**src/rtl/camo_key_loader.sv**
```systemverilog
// camo_key_loader: serial key-provisioning front end for a MUX-locked netlist.
// Receives a key frame one bit per cycle (LSB first) over valid/ready, checks
// its length and optionally its trailing even-parity bit, and only then drives
// key_out. Consecutive rejected frames lead to a lockout that only rst clears.
// Optional feature macro: CAMO_KEY_CHECK_EN (trailing even-parity bit per frame).
module camo_key_loader #(
  parameter int unsigned KEY_W    = 2,
  parameter int unsigned MAX_FAIL = 3
) (
  input  logic             clk,
  input  logic             rst,
  input  logic             key_valid,
  input  logic             key_bit,
  input  logic             key_last,
  output logic             key_ready,
  output logic [KEY_W-1:0] key_out,
  output logic             key_applied,
  output logic             key_err,
  output logic             lockout
);

`ifdef CAMO_KEY_CHECK_EN
  localparam int unsigned FL = KEY_W + 1;
`else
  localparam int unsigned FL = KEY_W;
`endif
  localparam int unsigned CNT_W  = $clog2(FL + 1);
  localparam int unsigned FAIL_W = 4;

  localparam logic [2:0] S_IDLE    = 3'd0;
  localparam logic [2:0] S_SHIFT   = 3'd1;
  localparam logic [2:0] S_CHECK   = 3'd2;
  localparam logic [2:0] S_APPLIED = 3'd3;
  localparam logic [2:0] S_LOCKOUT = 3'd4;

  logic [2:0]        state, state_nxt;
  logic [CNT_W-1:0]  cnt, cnt_nxt;
  logic [FL-1:0]     staging, staging_nxt;
  logic [FAIL_W-1:0] fail_cnt, fail_nxt, fail_inc;
  logic [KEY_W-1:0]  key_out_nxt;
  logic              applied_nxt, err_nxt, lock_nxt, ready_nxt;
  logic              xfer, reject, parity_ok;
  logic [CNT_W-1:0]  n;
  logic [FL:0]       shift_in;

  // State, counters, staging and all registered outputs
  always_ff @(posedge clk) begin
    if (rst) begin
      state       <= S_IDLE;
      cnt         <= '0;
      staging     <= '0;
      fail_cnt    <= '0;
      key_out     <= '0;
      key_applied <= 1'b0;
      key_err     <= 1'b0;
      lockout     <= 1'b0;
      key_ready   <= 1'b1;
    end else begin
      state       <= state_nxt;
      cnt         <= cnt_nxt;
      staging     <= staging_nxt;
      fail_cnt    <= fail_nxt;
      key_out     <= key_out_nxt;
      key_applied <= applied_nxt;
      key_err     <= err_nxt;
      lockout     <= lock_nxt;
      key_ready   <= ready_nxt;
    end
  end

  // Next-state, frame checking and next output values
  always_comb begin
    state_nxt   = state;
    cnt_nxt     = cnt;
    staging_nxt = staging;
    fail_nxt    = fail_cnt;
    key_out_nxt = key_out;
    applied_nxt = key_applied;
    err_nxt     = 1'b0;
    reject      = 1'b0;

    xfer     = key_valid && key_ready;
    // A frame starts fresh from IDLE/APPLIED; only SHIFT continues one
    n        = (state == S_SHIFT) ? cnt + CNT_W'(1) : CNT_W'(1);
    shift_in = {key_bit, ((state == S_SHIFT) ? staging : {FL{1'b0}})};
    fail_inc = (fail_cnt == FAIL_W'(MAX_FAIL)) ? fail_cnt : fail_cnt + FAIL_W'(1);
`ifdef CAMO_KEY_CHECK_EN
    parity_ok = ~(^staging);
`else
    parity_ok = 1'b1;
`endif

    case (state)
      S_IDLE, S_SHIFT, S_APPLIED: begin
        if (xfer) begin
          staging_nxt = shift_in[FL:1];
          if (key_last) begin
            if (n == CNT_W'(FL)) begin
              state_nxt = S_CHECK;
              cnt_nxt   = '0;
            end else begin
              reject = 1'b1;
            end
          end else if (n == CNT_W'(FL)) begin
            reject = 1'b1;
          end else begin
            state_nxt = S_SHIFT;
            cnt_nxt   = n;
          end
        end
      end
      S_CHECK: begin
        if (parity_ok) begin
          key_out_nxt = staging[KEY_W-1:0];
          applied_nxt = 1'b1;
          fail_nxt    = '0;
          state_nxt   = S_APPLIED;
        end else begin
          reject = 1'b1;
        end
      end
      S_LOCKOUT: begin
        state_nxt = S_LOCKOUT;
      end
      default: begin
        state_nxt = S_IDLE;
      end
    endcase

    // Any rejection destroys the current key and counts toward lockout
    if (reject) begin
      err_nxt     = 1'b1;
      key_out_nxt = '0;
      applied_nxt = 1'b0;
      cnt_nxt     = '0;
      fail_nxt    = fail_inc;
      state_nxt   = (fail_inc >= FAIL_W'(MAX_FAIL)) ? S_LOCKOUT : S_IDLE;
    end

    if (state_nxt == S_LOCKOUT) begin
      key_out_nxt = '0;
      applied_nxt = 1'b0;
    end

    lock_nxt  = (state_nxt == S_LOCKOUT);
    ready_nxt = (state_nxt == S_IDLE) || (state_nxt == S_SHIFT) ||
                (state_nxt == S_APPLIED);
  end

endmodule

```
**config.mk**
```make
export PLATFORM = sky130hd
export DESIGN_NAME = camo_key_loader
export DESIGN_NICKNAME = d
export VERILOG_FILES = /design/src/rtl/camo_key_loader.sv
export SDC_FILE = /design/constraint.sdc
export NUM_CORES = 1
export LEC_CHECK = 0
export CAP_MARGIN = 20
export CELL_PAD_IN_SITES_DETAIL_PLACEMENT = 0
export CELL_PAD_IN_SITES_GLOBAL_PLACEMENT = 1
export CORE_UTILIZATION = 40
export DETAILED_ROUTE_END_ITERATION = 8
export GPL_ROUTABILITY_DRIVEN = 0
export PLACE_DENSITY_LB_ADDON = 0.25
export SYNTH_ARGS = -nofsm -noshare
export SYNTH_HDL_FRONTEND = slang
export SYNTH_SLANG_ARGS = --single-unit
```
**constraint.sdc**
```tcl
create_clock -name clk -period 3.2 [get_ports clk]
set_clock_uncertainty 0.1 [all_clocks]
set_input_delay 0.32 -clock clk [delete_from_list [all_inputs] [get_ports clk]]
set_output_delay 0.32 -clock clk [all_outputs]
set_load 0.02 [all_outputs]
```
==> qor.csv, run 1 <==
stage,metric,value,unit
worst_setup_path,rrSetupSlack,1.26,ns
logic_synthesis,postSynthNetCount,108,
detailed_routing,drtPass1Iterations,4,
final_layout,area_delta_synth_final,15.9,%
worst_setup_path,critPathLaunch,fail_cnt[0]$_SDFFE_PP0P_,
detailed_routing,drt_iter0_drc,14,
place,place_area,1020,sq um
logic_synthesis,syn_avg_cell_area,8.87,sq um
detailed_routing,drc,0,
detailed_routing,final_antenna_net_count,0,
sta,rsz0062_at_grt,false,
logic_synthesis,yosys.area.top_type,dfxtp_1,
logic_synthesis,ys_seq_area_frac,0.376,
logic_synthesis,synth_top_area_frac,0.376,
place,place.port_buffers,10,
logic_synthesis,synth_area_leaders,"dfxtp_1 (38%), nand2_1 (3.7%), mux2i_1 (3.3%)",
pwr,p_sw_frac,0.280,
clock_network,cts_resized,0,
pwr,total_power,0.000412,W
pwr,internal_power,0.000297,W
clock_network,postCtsSetupRepairBufs,0,
floorplan,start_util,0.443,
worst_setup_path,cp_data_required_time,3.30,ns
pwr,power_frac_comb,0.162,
sta,holdWs,0.366,ns
place,dp_hpwl,1460,microns
final_layout,layout.nets,119,
sta,fin_tns_setup,0,ns
pwr,p_sw,0.000115,W
floorplan,die_h,49.6,microns
logic_synthesis,syn_area,905,sq um
global_route,gr-total-overflow,0,
worst_setup_path,critPathMaxFanout,7,
worst_setup_path,critPathArrivalTime,2.05,ns
clock_network,numCtsBuffers,3,
detailed_routing,avgRoutedWirePerCell,14.2,microns
hold_path,min_path_type,reg -> reg,
floorplan,ios,11,
sta,setup_viol,0,
global_route,track_usage,0.183,
logic_synthesis,ys_ff_latch,17,
pwr,p_clk_frac,0.283,
clock_network,cts.sinks,17,
final_layout,drive_gt1_frac,0.0804,
final_layout,final_common_cell,dfxtp_1,
run,maxCapViolations,0,
floorplan,core,2040,sq um
sta,finalCritPeriodShare,0.607,
sta,slew_viol_final,0,
clock_network,clk_latency,0.29,ns
worst_setup_path,critPathKind,reg -> reg,
detailed_routing,viasPerCell,5.59,
place,dpl_worst_slack,1.03,ns
hold_path,worstHoldPathCells,2,
final_layout,final_cell_mix,"dfxtp_1 (17), clkdlybuf4s50_1 (10), nand2_1 (9)",
clock_network,hold_buffers,0,
pwr,power_density,393,nW/um^2
sta,tightest_slew,0.512,ns
worst_setup_path,cp-start-kind,flop,
clock_network,clk_path_buf_depth,2,
logic_synthesis,yosysWarnings,0,
global_route,grt_max_degree,11,
clock_network,h-tree-depth,1,
worst_setup_path,reg2regPathDepth,5,
sta,fmaxAchievable,515,MHz
pwr,peakVddDrop,0.349,mV
sta,slew_headroom,0.655,
clock_network,clk_pin_slew,0.10,ns
worst_setup_path,r2r_end,key_ready$_SDFF_PP1_,
logic_synthesis,synth_cell_types,40,
final_layout,fillers,218,
floorplan,rows,16,
logic_synthesis,synthCells,102,
floorplan,dieArea,2460,sq um
pwr,p_leak,0.396,nW
pwr,p_seq_frac,0.554,
floorplan,die_x,49.6,microns
final_layout,fin_area,1050,sq um
logic_synthesis,synth-edff-count,0,
sta,worst_slack,1.26,ns
worst_setup_path,endpoint,key_ready$_SDFF_PP1_,
detailed_routing,num_vias,777,
clock_network,cts_tree,built,
run_status,status,"finished, final reports clean",
final_layout,area.sequential,340,sq um
sta,hold_violations,0,
global_route,grt_pass1_wl,3410,microns
sta,final.min_clock_period,1.94,ns
clock_network,root_buffer,clkbuf_4,
worst_setup_path,rr_startpoint,fail_cnt[0]$_SDFFE_PP0P_,
global_route,antenna_found_initial,0,
logic_synthesis,synth_ff_type,dfxtp_1,
detailed_routing,wirelength,1980,microns
final_layout,antenna_cells,0,
worst_setup_path,endpoint_kind,flop,
logic_synthesis,synth-async-reset-ratio,0,
global_route,grt_pass1_vias,745,
final_layout,multi_input_area,518,sq um
[power groups by stage]
stage	registers, W	clock network, W	logic (W)
after floorplan	0.000233	0	0.0000470
after global placement	0.000233	0	0.0000660
after detailed placement	0.000233	0	0.0000664
after CTS	0.000228	0.000123	0.0000668
after global routing	0.000230	0.000132	0.0000739
final	0.000228	0.000117	0.0000669
[area by class of cell]
type | count | area share
clock buffers | 4 | 0.0251
inverters | 6 | 0.0215
multi-input cells | 74 | 0.494
flip-flops and latches | 17 | 0.325
well taps | 27 | 0.0322
repair buffers | 11 | 0.103
[critical path, cell delays in order, from the launching register on]
cell and delay, ns:
dfxtp_1 0.43, ha_1 0.29, and3b_1 0.19, nor4_1 0.48, a2111oi_4 0.16, a221oi_1 0.21
[cells by family after synthesis]
family / count (synthesis) / share of synthesized area
compound gates: 27 / 0.225
xor+xnor: 2 / 0.0484
buf+inv: 11 / 0.0512
fa+ha+maj: 1 / 0.0138
flops: 17 / 0.376
simple gates: 41 / 0.252
mux: 3 / 0.0332
[Yosys cell counts, types with 2 or more instances]
master / count
o21ai_0: 2
a211oi_1: 2
and3_1: 2
a21oi_1: 5
inv_1: 6
nor2_1: 4
nand4_1: 2
a21o_1: 2
or3_1: 2
o31ai_1: 2
o21ai_1: 3
nand3_1: 4
dfxtp_1: 17
a31oi_1: 2
mux2i_1: 3
nor3b_1: 3
clkbuf_1: 2
o211ai_1: 2
nand2_1: 9
nor2b_1: 3
nor3_1: 6
[per-stage QoR]
step / cells / utilization
2_1_floorplan: 102 / -
3_3_place_gp: 135 / 0.501
3_5_place_dp: 135 / 0.501
4_1_cts: 139 / 0.513
5_1_grt: 139 / 0.513
6_report: 139 / 0.513
[state kept, by name, indices dropped and copies added (netlist names)]
register and flops:
staging 2, cnt 2, key_err 1, key_ready 1, fail_cnt 4, key_applied 1
key_out 2, lockout 1, state 3
[layer usage]
layer / routed length [microns] / GRT usage / vias to the layer above
li1: - / - / 396
met1: 937 / 0.229 / 356
met2: 929 / 0.297 / 21
met3: 81 / 0.0586 / 4
met4: 28 / 0.0524 / 0
met5: 0 / 0 / -
[worst min-delay path by stage]
stage,from,slack [ns],to
floorplan,staging[0]$_SDFFE_PP0P_,0.33,staging[0]$_SDFFE_PP0P_
global placement,key_applied$_SDFFE_PP0N_,0.35,key_applied$_SDFFE_PP0N_
detailed placement,key_applied$_SDFFE_PP0N_,0.35,key_applied$_SDFFE_PP0N_
CTS,key_applied$_SDFFE_PP0N_,0.37,key_applied$_SDFFE_PP0N_
global route,key_applied$_SDFFE_PP0N_,0.39,key_applied$_SDFFE_PP0N_
finish,key_applied$_SDFFE_PP0N_,0.37,key_applied$_SDFFE_PP0N_
(Power assumes the default switching activity.)
==> inputs of run 2 (changes only) <==
Settings changed: CORE_UTILIZATION 40 to 36.
Clock period 3.2 ns to 1.6 ns, I/O delays scaled along.
==> run 2 against run 1 <==
Compared with the run above: the run now ends with setup timing left; first-iteration DRC count is 36% higher; clock power is 95% higher; total power is 130% higher; combinational power grew to 3.9 times the previous value; non-clock buffer count is 30 higher; die area is 11% higher; register-to-register slack worse by 1.3 ns; global-route usage is 2.2 points higher; core utilization is 11 points higher; sequential power is 97% higher; setup slack worse by 1.3 ns; critical endpoint is now lockout$_SDFF_PP0_; largest power group unchanged.
==> qor.csv, run 2 (same netlist as run 1, synthesis figures left out) <==
stage,metric,value,unit
detailed_routing,viasPerCell,5.47,
clock_network,numCtsBuffers,3,
final_layout,utilization,0.619,
final_layout,reg_top3,"fail_cnt (4), state (3)",
place,place_area,1250,sq um
pwr,p_leak,0.579,nW
worst_setup_path,cp_data_required_time,1.69,ns
worst_setup_path,cp_num_buf_inv,0,
global_route,grt_pass1_vias,843,
floorplan,start_util,0.394,
final_layout,fillers,199,
sta,hold_violations,0,
detailed_routing,met1_length,1130,microns
worst_setup_path,critPathSlowestCell,dfxtp_2,
global_route,grt_pass1_wl,3950,microns
global_route,track_usage,0.205,
detailed_routing,top_layer,met4,
clock_network,clk_pin_slew,0.09,ns
detailed_routing,met2WireLength,1240,microns
detailed_routing,avgRoutedWirePerCell,14.8,microns
clock_network,clk_path_buf_depth,2,
detailed_routing,drtPass1Iterations,4,
place,dp_hpwl,1830,microns
floorplan,die_x,52.1,microns
final_layout,drive_gt1_frac,0.415,
floorplan,die_h,52.1,microns
run_status,status,finished with violations,
sta,final.min_clock_period,1.63,ns
run,maxCapViolations,0,
pwr,power_density,658,nW/um^2
final_layout,area_delta_synth_final,57.3,%
final_layout,antenna_cells,0,
final_layout,regMostFlops,fail_cnt,
sta,setup_viol,4,
global_route,antenna_found_initial,0,
final_layout,final_cell_mix,"buf_4 (27), dfxtp_1 (12), clkdlybuf4s50_1 (10)",
clock_network,cts.sinks,17,
worst_setup_path,critPathKind,reg -> reg,
run_status,violations,setup timing,
worst_setup_path,crit_family,simple AND/OR/NAND/NOR gates,
detailed_routing,num_vias,930,
final_layout,layout.nets,149,
sta,worst_slack,-0.0318,ns
floorplan,ios,11,
detailed_routing,wirelength,2510,microns
pwr,peakVddDrop,0.490,mV
hold_path,min_path_type,in -> reg,
detailed_routing,final_antenna_net_count,0,
clock_network,hold_buffers,0,
clock_network,cts_tree,built,
sta,rsz0062_at_grt,true,
floorplan,rows,17,
floorplan,core,2300,sq um
detailed_routing,wl_met3,113,microns
worst_setup_path,path_cells,"ha_4, and3b_1, nor4_4, a2111oi_4, a21o_1",
sta,fmaxAchievable,613,MHz
final_layout,final_common_cell,buf_4,
worst_setup_path,critPathMaxStageDelay,0.34,ns
place,place.port_buffers,10,
detailed_routing,drc,0,
global_route,gr-total-overflow,0,
global_route,grt_max_degree,11,
worst_setup_path,endpoint_kind,flop,
worst_setup_path,cp-start-kind,flop,
sta,slew_headroom,0.740,
final_layout,fin_area,1420,sq um
sta,finalCritPeriodShare,1.02,
worst_setup_path,critPathMaxFanout,3,
detailed_routing,drt_iter0_drc,19,
clock_network,clk_latency,0.30,ns
clock_network,root_buffer,clkbuf_4,
worst_setup_path,critPathArrivalTime,1.72,ns
floorplan,dieArea,2720,sq um
clock_network,h-tree-depth,1,
sta,holdWs,0.316,ns
sta,slew_viol_final,0,
sta,tightest_slew,0.386,ns
final_layout,largest_reg_flops,4,
==> run 2: cell count changes in the layout (fill, tap and decap cells not counted), sizes merged <==
cell	previous run	this run
buf	1	31
clkinv	0	1
clkbuf	4	3
==> run 2: report_power, final <==
part           total [W]  internal [W]  switching (W)
clock           0.000228     0.0000931       0.000135
combinational   0.000258      0.000135       0.000124
sequential      0.000450      0.000438      0.0000117
total           0.000937      0.000666       0.000270
==> run 2: worst register-to-register path, stage by stage (launching register included) <==
cell	delay, ns
dfxtp_2	0.34
ha_4	0.24
and3b_1	0.20
nor4_4	0.34
a2111oi_4	0.14
a21o_1	0.18
==> run 2: final timing paths <==
check / startpoint / to / slack, ns / depth (start not counted)
max: fail_cnt[0]$_SDFFE_PP0P_ / lockout$_SDFF_PP0_ / -0.03 / 5
min: key_bit / staging[1]$_SDFFE_PP0P_ / 0.32 / 3
max reg2reg: fail_cnt[0]$_SDFFE_PP0P_ / lockout$_SDFF_PP0_ / -0.03 / 5
min reg2reg: staging[0]$_SDFFE_PP0P_ / staging[0]$_SDFFE_PP0P_ / 0.36 / 2
==> run 2: area by class of cell <==
class | instances | area, sq um | share of cell area
clock inverters | 1 | 5.00 | 0.00352
inverters | 6 | 22.5 | 0.0158
flip-flops and latches | 17 | 349 | 0.245
well taps | 28 | 35.0 | 0.0246
repair buffers | 41 | 348 | 0.245
clock buffers | 3 | 22.5 | 0.0158
multi-input cells | 74 | 641 | 0.450
==> run 2: what timing repair did <==
| action | CTS | global route |
|---|---|---|
| setup buffers | 3 | 2 |
| resized for setup | 15 | 8 |
| pin swaps | 3 | 8 |
| endpoints found under the setup margin | 13 | 7 |
| hold endpoints to repair | 0 | 0 |
==> run 2: per-stage QoR <==
stage / setup WS (ns) / power (W) / setup TNS, ns / cells
floorplan: 0.00302 / 0.000569 / 0 / 102
global placement: -0.218 / 0.000667 / -1.93 / 161
detailed placement: -0.325 / 0.000671 / -2.07 / 161
CTS: -0.0562 / 0.000922 / -0.147 / 168
global route: -0.106 / 0.000984 / -0.459 / 170
finish: -0.0318 / 0.000937 / -0.0919 / 170
==> run 2: metal layers <==
layer  GRT usage  vias up
met5           0        -
met2       0.344       25
met4      0.0658        0
met1       0.254      444
li1            -      457
met3      0.0526        4
==> inputs of run 3 (changes only) <==
Settings changed: CTS_CLUSTER_SIZE set to 12.
==> results of run 3 <==
Same layout as run 2: the final DEF is identical, and so are final timing and power.
